### config.mk
export PLATFORM = sky130hd
export DESIGN_NAME = load_unit
export DESIGN_NICKNAME = d
export VERILOG_FILES = /design/src/rtl/load_unit_pkg.sv /design/src/rtl/load_extract.sv /design/src/rtl/load_unit.sv
export SDC_FILE = /design/constraint.sdc
export NUM_CORES = 1
export LEC_CHECK = 0
export ABC_AREA = 1
export CAP_MARGIN = 0
export CELL_PAD_IN_SITES_DETAIL_PLACEMENT = 0
export CELL_PAD_IN_SITES_GLOBAL_PLACEMENT = 1
export CORE_MARGIN = 5
export CORE_UTILIZATION = 29
export CTS_CLUSTER_SIZE = 14
export DETAILED_ROUTE_END_ITERATION = 7
export HOLD_SLACK_MARGIN = 0.1
export PLACE_DENSITY = 0.85
export SYNTH_ARGS = -nofsm -noshare
export SYNTH_HDL_FRONTEND = slang
export SYNTH_SLANG_ARGS = --single-unit
### constraint.sdc
create_clock -name Clk -period 2.4 [get_ports Clk]
set_input_delay 0.48 -clock Clk [delete_from_list [all_inputs] [get_ports Clk]]
set_output_delay 0.48 -clock Clk [all_outputs]
set_load 0.005 [all_outputs]
### src/rtl/load_unit_pkg.sv
// rtl/load_unit_pkg.sv - shared load-type encodings, load FSM states and alignment helper
//
// Purpose : constants and types shared by load_unit and load_extract.
// Contents: LSEL_* load-type encodings, load_state_e FSM state enum,
//           is_misaligned() alignment check on load type and address offset.
package load_unit_pkg;

    localparam logic [2:0] LSEL_LW  = 3'b000;
    localparam logic [2:0] LSEL_LH  = 3'b001;
    localparam logic [2:0] LSEL_LHU = 3'b010;
    localparam logic [2:0] LSEL_LB  = 3'b011;
    localparam logic [2:0] LSEL_LBU = 3'b100;

    typedef enum logic [1:0] {
        ST_IDLE = 2'd0,
        ST_REQ  = 2'd1,
        ST_WAIT = 2'd2,
        ST_DONE = 2'd3
    } load_state_e;

    // Unused encodings 101-111 behave as lw, so they need word alignment too.
    function automatic logic is_misaligned(input logic [2:0] lsel, input logic [1:0] offset);
        logic mis;
        case (lsel)
            LSEL_LH, LSEL_LHU: mis = offset[0];
            LSEL_LB, LSEL_LBU: mis = 1'b0;
            default:           mis = (offset != 2'b00);
        endcase
        return mis;
    endfunction

endpackage

### src/rtl/load_extract.sv
// rtl/load_extract.sv - combinational lane select and sign/zero extension of a loaded word
//
// Purpose: picks the addressed byte/halfword out of a little-endian word and extends it.
// Ports  : word   in  32  read data word
//          offset in   2  byte offset within the word
//          lsel   in   3  load type (LSEL_* encodings)
//          result out 32  extended load result
module load_extract
    import load_unit_pkg::*;
(
    input  logic [31:0] word,
    input  logic [1:0]  offset,
    input  logic [2:0]  lsel,
    output logic [31:0] result
);

    logic [15:0] half_sel;
    logic [7:0]  byte_sel;

    always_comb begin
        half_sel = offset[1] ? word[31:16] : word[15:0];
        case (offset)
            2'd0:    byte_sel = word[7:0];
            2'd1:    byte_sel = word[15:8];
            2'd2:    byte_sel = word[23:16];
            default: byte_sel = word[31:24];
        endcase
    end

    always_comb begin
        case (lsel)
            LSEL_LH:  result = {{16{half_sel[15]}}, half_sel};
            LSEL_LHU: result = {16'h0000, half_sel};
            LSEL_LB:  result = {{24{byte_sel[7]}}, byte_sel};
            LSEL_LBU: result = {24'h000000, byte_sel};
            default:  result = word;
        endcase
    end

endmodule

### src/rtl/load_unit.sv
// rtl/load_unit.sv - multi-cycle MEM-stage load unit with request/grant memory handshake
//
// Purpose: accepts one load, issues a word-aligned read, extends the returned data and
//          hands one writeback beat to WB while stalling the pipeline.
// Ports  : Clk, Rst_n                      clock, async active-low reset
//          LdValid, LdAddr, Lsel, LdDest   load request from MEM
//          Stall, AddrErr                  pipeline freeze, misaligned-load flag
//          MemReq, MemAddr, MemGnt         read request handshake
//          MemRValid, MemRData             read response
//          WbValid, WbData, WbDest         writeback beat
module load_unit
    import load_unit_pkg::*;
(
    input  logic        Clk,
    input  logic        Rst_n,
    input  logic        LdValid,
    input  logic [31:0] LdAddr,
    input  logic [2:0]  Lsel,
    input  logic [4:0]  LdDest,
    output logic        Stall,
    output logic        AddrErr,
    output logic        MemReq,
    output logic [31:0] MemAddr,
    input  logic        MemGnt,
    input  logic        MemRValid,
    input  logic [31:0] MemRData,
    output logic        WbValid,
    output logic [31:0] WbData,
    output logic [4:0]  WbDest
);

    load_state_e state, state_n;

    logic [29:0] word_addr_q;
    logic [2:0]  lsel_q;
    logic [1:0]  off_q;
    logic [4:0]  dest_q;

    // Writeback-side copies are loaded only when the response lands, so WbData/WbDest
    // hold steady while the next load is captured and in flight.
    logic [31:0] rdata_q;
    logic [2:0]  wb_lsel_q;
    logic [1:0]  wb_off_q;
    logic [4:0]  wb_dest_q;

    logic mis;
    logic accept;
    logic resp;

    assign mis    = is_misaligned(Lsel, LdAddr[1:0]);
    assign accept = (state == ST_IDLE) && LdValid && !mis;
    assign resp   = (state == ST_WAIT) && MemRValid;

    always_ff @(posedge Clk or negedge Rst_n) begin
        if (!Rst_n) begin
            state <= ST_IDLE;
        end else begin
            state <= state_n;
        end
    end

    always_comb begin
        state_n = state;
        case (state)
            ST_IDLE: if (accept) state_n = ST_REQ;
            ST_REQ:  if (MemGnt) state_n = ST_WAIT;
            ST_WAIT: if (MemRValid) state_n = ST_DONE;
            default: state_n = ST_IDLE;
        endcase
    end

    always_ff @(posedge Clk or negedge Rst_n) begin
        if (!Rst_n) begin
            word_addr_q <= '0;
            lsel_q      <= '0;
            off_q       <= '0;
            dest_q      <= '0;
        end else if (accept) begin
            word_addr_q <= LdAddr[31:2];
            lsel_q      <= Lsel;
            off_q       <= LdAddr[1:0];
            dest_q      <= LdDest;
        end
    end

    always_ff @(posedge Clk or negedge Rst_n) begin
        if (!Rst_n) begin
            rdata_q   <= '0;
            wb_lsel_q <= '0;
            wb_off_q  <= '0;
            wb_dest_q <= '0;
        end else if (resp) begin
            rdata_q   <= MemRData;
            wb_lsel_q <= lsel_q;
            wb_off_q  <= off_q;
            wb_dest_q <= dest_q;
        end
    end

    load_extract u_extract (
        .word   (rdata_q),
        .offset (wb_off_q),
        .lsel   (wb_lsel_q),
        .result (WbData)
    );

    // Combinational outputs are qualified by Rst_n so they fall the instant reset asserts,
    // even if MEM keeps LdValid high.
    assign Stall   = Rst_n && (accept || (state == ST_REQ) || (state == ST_WAIT));
    assign AddrErr = Rst_n && (state == ST_IDLE) && LdValid && mis;
    assign MemReq  = (state == ST_REQ);
    assign MemAddr = {word_addr_q, 2'b00};
    assign WbValid = (state == ST_DONE);
    assign WbDest  = wb_dest_q;

endmodule

Word level (Yosys, flattened, before mapping)
Cells that the tools add are included.
- logic and storage cells: 49
- output and inout port bits: 73
- register bits after elaboration: 84
- reductions and logical operators: 16
- muxes and demuxes: 8
- equal/unequal tests: 16
- operator list (operator ; count):
    $pmux W32 S4 ; 1
    $pmux W8 S3 ; 1
    $mux W16 ; 1
    $eq A3 B2 Y1 const B ; 4
    $logic_and A1 B1 Y1 ; 7
    $eq A2 B2 Y1 const B ; 3
    $eq A3 B1 Y1 const B ; 2
    $eq A3 B3 Y1 const B ; 2
    $mux W2 ; 3
    $pmux W2 S3 ; 1
    $eq A2 B1 Y1 const B ; 2
    $logic_not A2 Y1 ; 2
    $ne A2 B2 Y1 const B ; 2
    $reduce_or A2 Y1 ; 2
    $reduce_and A3 Y1 ; 1
    $logic_or A1 B1 Y1 ; 2
    $ne A2 B1 Y1 const B ; 1
    $pmux W1 S2 ; 1
    $reduce_bool A2 Y1 ; 1
    $logic_not A1 Y1 ; 1

Logic depth before layout (Yosys ltp)
- depth in word-level cells: 8
- mapped depth: 9
- depth with buffers taken out: 9

By module
A second synthesis with hierarchy kept.
- cell total of the unflattened synthesis: 532
- area, all modules: 4484.3 um^2
- by module, submodules not included (module ; sequential area each (um^2) ; cells an instance ; times used ; area each (um^2)):
    load_unit ; 2102.0 ; 311 ; 1 ; 3339.5
    load_extract ; 0.0 ; 221 ; 1 ; 1144.8

Worst setup path before layout
OpenSTA, ideal clock, no wires.
- path type: reg2out
- start: register wb_off_q[1]
- end: output WbData[16]
- stages on the path, launching flop included: 8
- slack: 0.672 ns
- buffers on the path: 2
- arrival: 1.248 ns
- cells stage by stage: dfrtp_1 buf_6 inv_2 nor2_1 nor2_1 nand4_1 buf_2 nand3_1
- longest elaborated chain between the ends: 3
- elaborated cells between the ends (all ways): 6
- those cells by class: eq/ne: 2; mux: 3; reduce/logical: 1
- ends and longest elaborated chain (what ; line ; RTL):
    start: declaration ; load_unit.sv:43 ; logic [1:0] wb_off_q;
    start signal: assignment ; load_unit.sv:95 ; wb_off_q <= off_q;
    $eq A2 B2 Y1 (tied with other cells) ; load_extract.sv:22 ; case (offset)
    $pmux W8 S3 ; load_extract.sv:22 ;
    $pmux W32 S4 * ; load_extract.sv:31 ; case (lsel)
    end: declaration ; load_unit.sv:28 ; output logic [31:0] WbData,
Mark *: on every way between the ends. The rest lies on a longest branch, timed or not.

Final worst setup path
- start: register wb_lsel_q[0]
- end: output WbData[30]
- longest elaborated chain between the ends: 2
- elaborated cells between the ends (all ways): 5
- those cells by class: eq/ne: 4; mux: 1
- ends and longest elaborated chain (what ; line ; RTL):
    start: declaration ; load_unit.sv:42 ; logic [2:0] wb_lsel_q;
    start signal: assignment ; load_unit.sv:94 ; wb_lsel_q <= lsel_q;
    $eq A3 B3 Y1 (tied with other cells) ; load_extract.sv:31 ;
    $pmux W32 S4 * ; load_extract.sv:31 ;
Marks and branches as above.

==> metrics.md <==
| Metric | Value |
|---|---|
| Initial standard-cell utilization of the core | 29.26% |
| Max frequency | 423.3 MHz |
| Root buffer selected by CTS | sky130_fd_sc_hd__clkbuf_16 |
| Cell-internal power | 5.640 mW |
| Die X | 130.4 um |
| Worst clock skew | 0.005122 ns |
| Initial detailed-routing violation count | 220 |
| Hold Fails Final Rpt | 0 |
| Arithmetic-cell share of the synthesized area counting full adders, half adders and majority gates | 1.190% |
| Maximum number of pins on one net before global-route repair | 84 |
| Largest family of logic cells by synthesized area | simple AND/OR/NAND/NOR gates |
| Total setup violations reported at the end of the flow | 0 |
| Largest incremental delay on the critical path | 0.46 ns |
| Number of library cell types mapped by synthesis | 28 |
| Post-route worst hold slack | 0.4647 ns |
| CTS sink cnt | 84 |
| Sequential fraction of the synthesis area | 50.00% |
| Area overhead of the layout relative to synthesis | 50.48% |
| Tcrit/Tclk final | 98.43% |
| Gate Count Post-Synth | 497 |
| Global-route total usage across every layer | 15.68% |
| Clock tree from TritonCTS | yes |
| CTS H-tree lvls | 3 |
| Number of slew-limit violations in the final report | 0 |
| Fraction of final layout cells with drive strength greater than 1 | 19.31% |
| Fin nets | 739 |
| Placer congestion estimate | 0.7988 |
| Hold/Removal Path Class | flip-flop to flip-flop |
| Synthesized-area fraction occupied by xor and xnor cells | 0% |
| Post-synthesis compound-gate area fraction | 8.452% |
| Insertion delay of the later-clocked pin in the worst-skew pair | 0.34 ns |
| Via count | 4063 |
| Type of the setup path with the least slack | flip-flop to output port |
| Worst reg-to-reg setup slack | 0.62 ns |
| Count of antenna-violating nets left after detailed routing | 0 |
| Total gr overflow | 0 |
| Core Region | 0.01437 mm2 |
| Number of iterations in the first detailed-routing pass | 5 |
| Maximum vdd drop | 0.0006102 V |
| Comb power frac | 54.7% |
| Required time at the endpoint of the critical path | 1.92 ns |
| Outcome | finished clean |
| Largest fanout on the critical path | 5 |
| Post-placement setup slack | -0.2628 ns |
| DRC | 0 |
| Sw Ratio | 38.35% |
| EDFF count, synth | 0 |
| Fraction of met2 tracks used by global routing | 24.44% |
| Clock transition at the registers of the reported paths | 0.06 ns |
| Global-route wire length before repair | 20880 um |
| Die ar. | 0.01700 mm2 |
| Area post-placement | 0.005908 mm2 |
| Layout Cell Area excl Fill | 0.006326 mm2 |
| Setup repair after global routing missed its margin | yes |
| Slew at the pin closest to its max-slew limit | 1.074 ns |
| Routed length per instance | 15.36 um |
| Portion of total power attributed to sequential cells | 28.9% |
| Mapped Avg Cell Area | 8.459 um2 |
| Synth async-reset ratio | 100.0% |
| Cells taking the most area after synthesis | sky130_fd_sc_hd__dfrtp_1, sky130_fd_sc_hd__nand2_1, sky130_fd_sc_hd__nand3_1, sky130_fd_sc_hd__mux2_2, sky130_fd_sc_hd__a21oi_1 |
| Maxcap violations | 0 |
| Port buffer count | 147 |
| Final worst slack | 0.03779 ns |
| Proportion of netlist area held by the largest area contributor | 50.00% |
| Number of antenna diodes | 0 |
| Met3 demand-to-capacity share in global routing | 6.057% |
| Netlist area before placement | 0.004204 mm2 |
| Antenna violations before repair | 0 |
| Total of warnings raised by yosys | 0 |
| Vertical die dimension | 130.4 um |
| Clock power frac | 16.4% |
| Vias in the first global route | 4166 |
| Routing layer with the top usage in global route | met2 |
| Estimated wirelength of the detail-placed design | 9406 um |
| Most Frequent Cell on Critical Path | sky130_fd_sc_hd__buf_4 |
| Number of flip-flops and latches in the synthesized netlist | 84 |
| Most area-hungry cell type in the Yosys netlist | sky130_fd_sc_hd__dfrtp_1 |
| Cell-by-cell trace of the critical path | buf_4, a21oi_4, nor2_4, buf_8, buf_4, nand2_1, nand3_1, dlygate4sd2_1 |
| Row Count | 44 |
| Minimum clock period | 2.362 ns |
| Slowest stage cell, crit path | sky130_fd_sc_hd__dfrtp_2 |
| Static Leakage | 3.103 nW |
| Number of I/O pins | 150 |
| Sw power | 3.509 mW |
| Library cell with the highest instance count after synthesis | sky130_fd_sc_hd__nand2_1 |
| Simple-gate area share of the yosys netlist | 26.82% |
| Vias per std cell | 4.797 |
| Slew HR | 28.40% |
| Areal power density over the cells | 1446 mW/mm2 |
| CTS Buf Count | 9 |
| Final core utilization | 44.03% |
| Most frequent cells after synthesis | sky130_fd_sc_hd__nand2_1, sky130_fd_sc_hd__dfrtp_1, sky130_fd_sc_hd__nand3_1 |
| Met1 layer usage reported by global route | 19.38% |
| Most common flop cell mapped by yosys | sky130_fd_sc_hd__dfrtp_1 |
| Share of synthesized area spent on multiplexers | 6.696% |
| Critical Path Sink Type | output port |
| Filler cell count in the final layout | 1380 |
| Max Buffers Root-to-Sink | 2 |
| Final WL | 13010 um |
| Category of the worst setup path launch point | flip-flop |
| Worst path arrival time | 1.88 ns |
-- flip-flops by register name (all words and copies together) (netlist names) --
name / flops
state: 2
word_addr_q: 30
wb_lsel_q: 3
dest_q: 5
WbDest: 5
lsel_q: 3
rdata_q: 32
off_q: 2
wb_off_q: 2
-- path summary, 6_finish.rpt --
kind,to,cells after the start,startpoint
worst max-delay path,WbData[30],8,wb_lsel_q[0]
worst min-delay path,dest_q[1],2,dest_q[1]
worst max register to register,state[1],10,state[0]
worst min register to register,dest_q[1],2,dest_q[1]
max in group asynchronous,wb_off_q[0],3,Rst_n
min in group asynchronous,word_addr_q[12],2,Rst_n
-- per-layer routing --
metal,vias up,part of all wire (%)
li1,1960,-
met2,159,46
met3,22,11
met1,1922,41
met4,0,2.2
met5,-,0
-- metrics by stage --
stage | cells | setup TNS (ns) | total power, mW
floorplan | 498 | 0 | 5.003
global placement | 815 | -0.3767 | 7.615
detailed placement | 815 | -0.4348 | 7.768
CTS | 835 | -0.3554 | 9.014
global route | 847 | -0.03411 | 9.947
finish | 847 | 0 | 9.149
-- logic make-up after synthesis --
| family | after synthesis |
|---|---|
| compound gates | 58 |
| fa+ha+maj | 4 |
| buf+inv | 59 |
| flops | 84 |
| mux | 25 |
| other cells | 1 |
| simple gates | 266 |
-- cell usage in the layout (no fill, tap or decap), types with 2 or more instances in the layout --
master                            netlist  final
sky130_fd_sc_hd__dfrtp_2                0      5
sky130_fd_sc_hd__bufinv_16              0      2
sky130_fd_sc_hd__o21ai_2                0      2
sky130_fd_sc_hd__o221ai_1               5      5
sky130_fd_sc_hd__inv_4                  0      2
sky130_fd_sc_hd__nand3_1               73     73
sky130_fd_sc_hd__clkinv_2               0      2
sky130_fd_sc_hd__clkinv_4               0      2
sky130_fd_sc_hd__dfrtp_1               84     79
sky130_fd_sc_hd__conb_1                 1      2
sky130_fd_sc_hd__mux2_2                25     25
sky130_fd_sc_hd__or2_2                  3      3
sky130_fd_sc_hd__clkbuf_2               0     27
sky130_fd_sc_hd__nand2_1              152    148
sky130_fd_sc_hd__clkdlybuf4s50_1        0    110
sky130_fd_sc_hd__dlymetal6s2s_1         0      4
sky130_fd_sc_hd__buf_6                  5      4
sky130_fd_sc_hd__buf_4                  2     22
sky130_fd_sc_hd__o211ai_1              13     13
sky130_fd_sc_hd__nor2_4                 3      4
sky130_fd_sc_hd__nor2_1                31     30
sky130_fd_sc_hd__inv_1                 26     25
sky130_fd_sc_hd__dlygate4sd2_1          0      4
sky130_fd_sc_hd__buf_12                 0      5
sky130_fd_sc_hd__a21oi_1               29     28
sky130_fd_sc_hd__buf_8                  0      2
sky130_fd_sc_hd__ha_1                   4      4
sky130_fd_sc_hd__clkbuf_16              0      9
sky130_fd_sc_hd__nand2_2                0      3
sky130_fd_sc_hd__o21ai_0                5      5
-- layout make-up --
type,count,area (um2),share of cell area (%)
timing repair buffer,180,1677,26.50
inverter,28,110.1,1.741
clock buffer,10,239.0,3.778
tap,184,230.2,3.639
multi-input combinational,355,1874,29.63
sequential,84,2108,33.33
clock inverter,6,87.58,1.384
-- power groups by stage --
stage	Sequential [mW]	Combinational (mW)	Clock (mW)
global placement	2.58	5.03	0
floorplan	2.51	2.50	0
global route	2.75	5.58	1.63
detailed placement	2.63	5.14	0
finish	2.64	5.01	1.50
CTS	2.62	4.83	1.56
-- worst max-delay path: cells and delay by family, from the launching register on --
| family | cells | cell delay, ns |
|---|---|---|
| flip-flops | 1 | 0.46 |
| buffers and inverters | 4 | 0.69 |
| AND/OR/NAND/NOR | 3 | 0.18 |
| AO/OA/AOI/OAI | 1 | 0.22 |
-- repair_timing --
action,CTS,global route
buffers inserted,3,12
hold buffers,1,0
gates resized for setup,45,76
pin swaps,1,8
setup endpoints to repair,34,33
hold endpoints to repair,1,0
(Power assumes the default switching activity.)
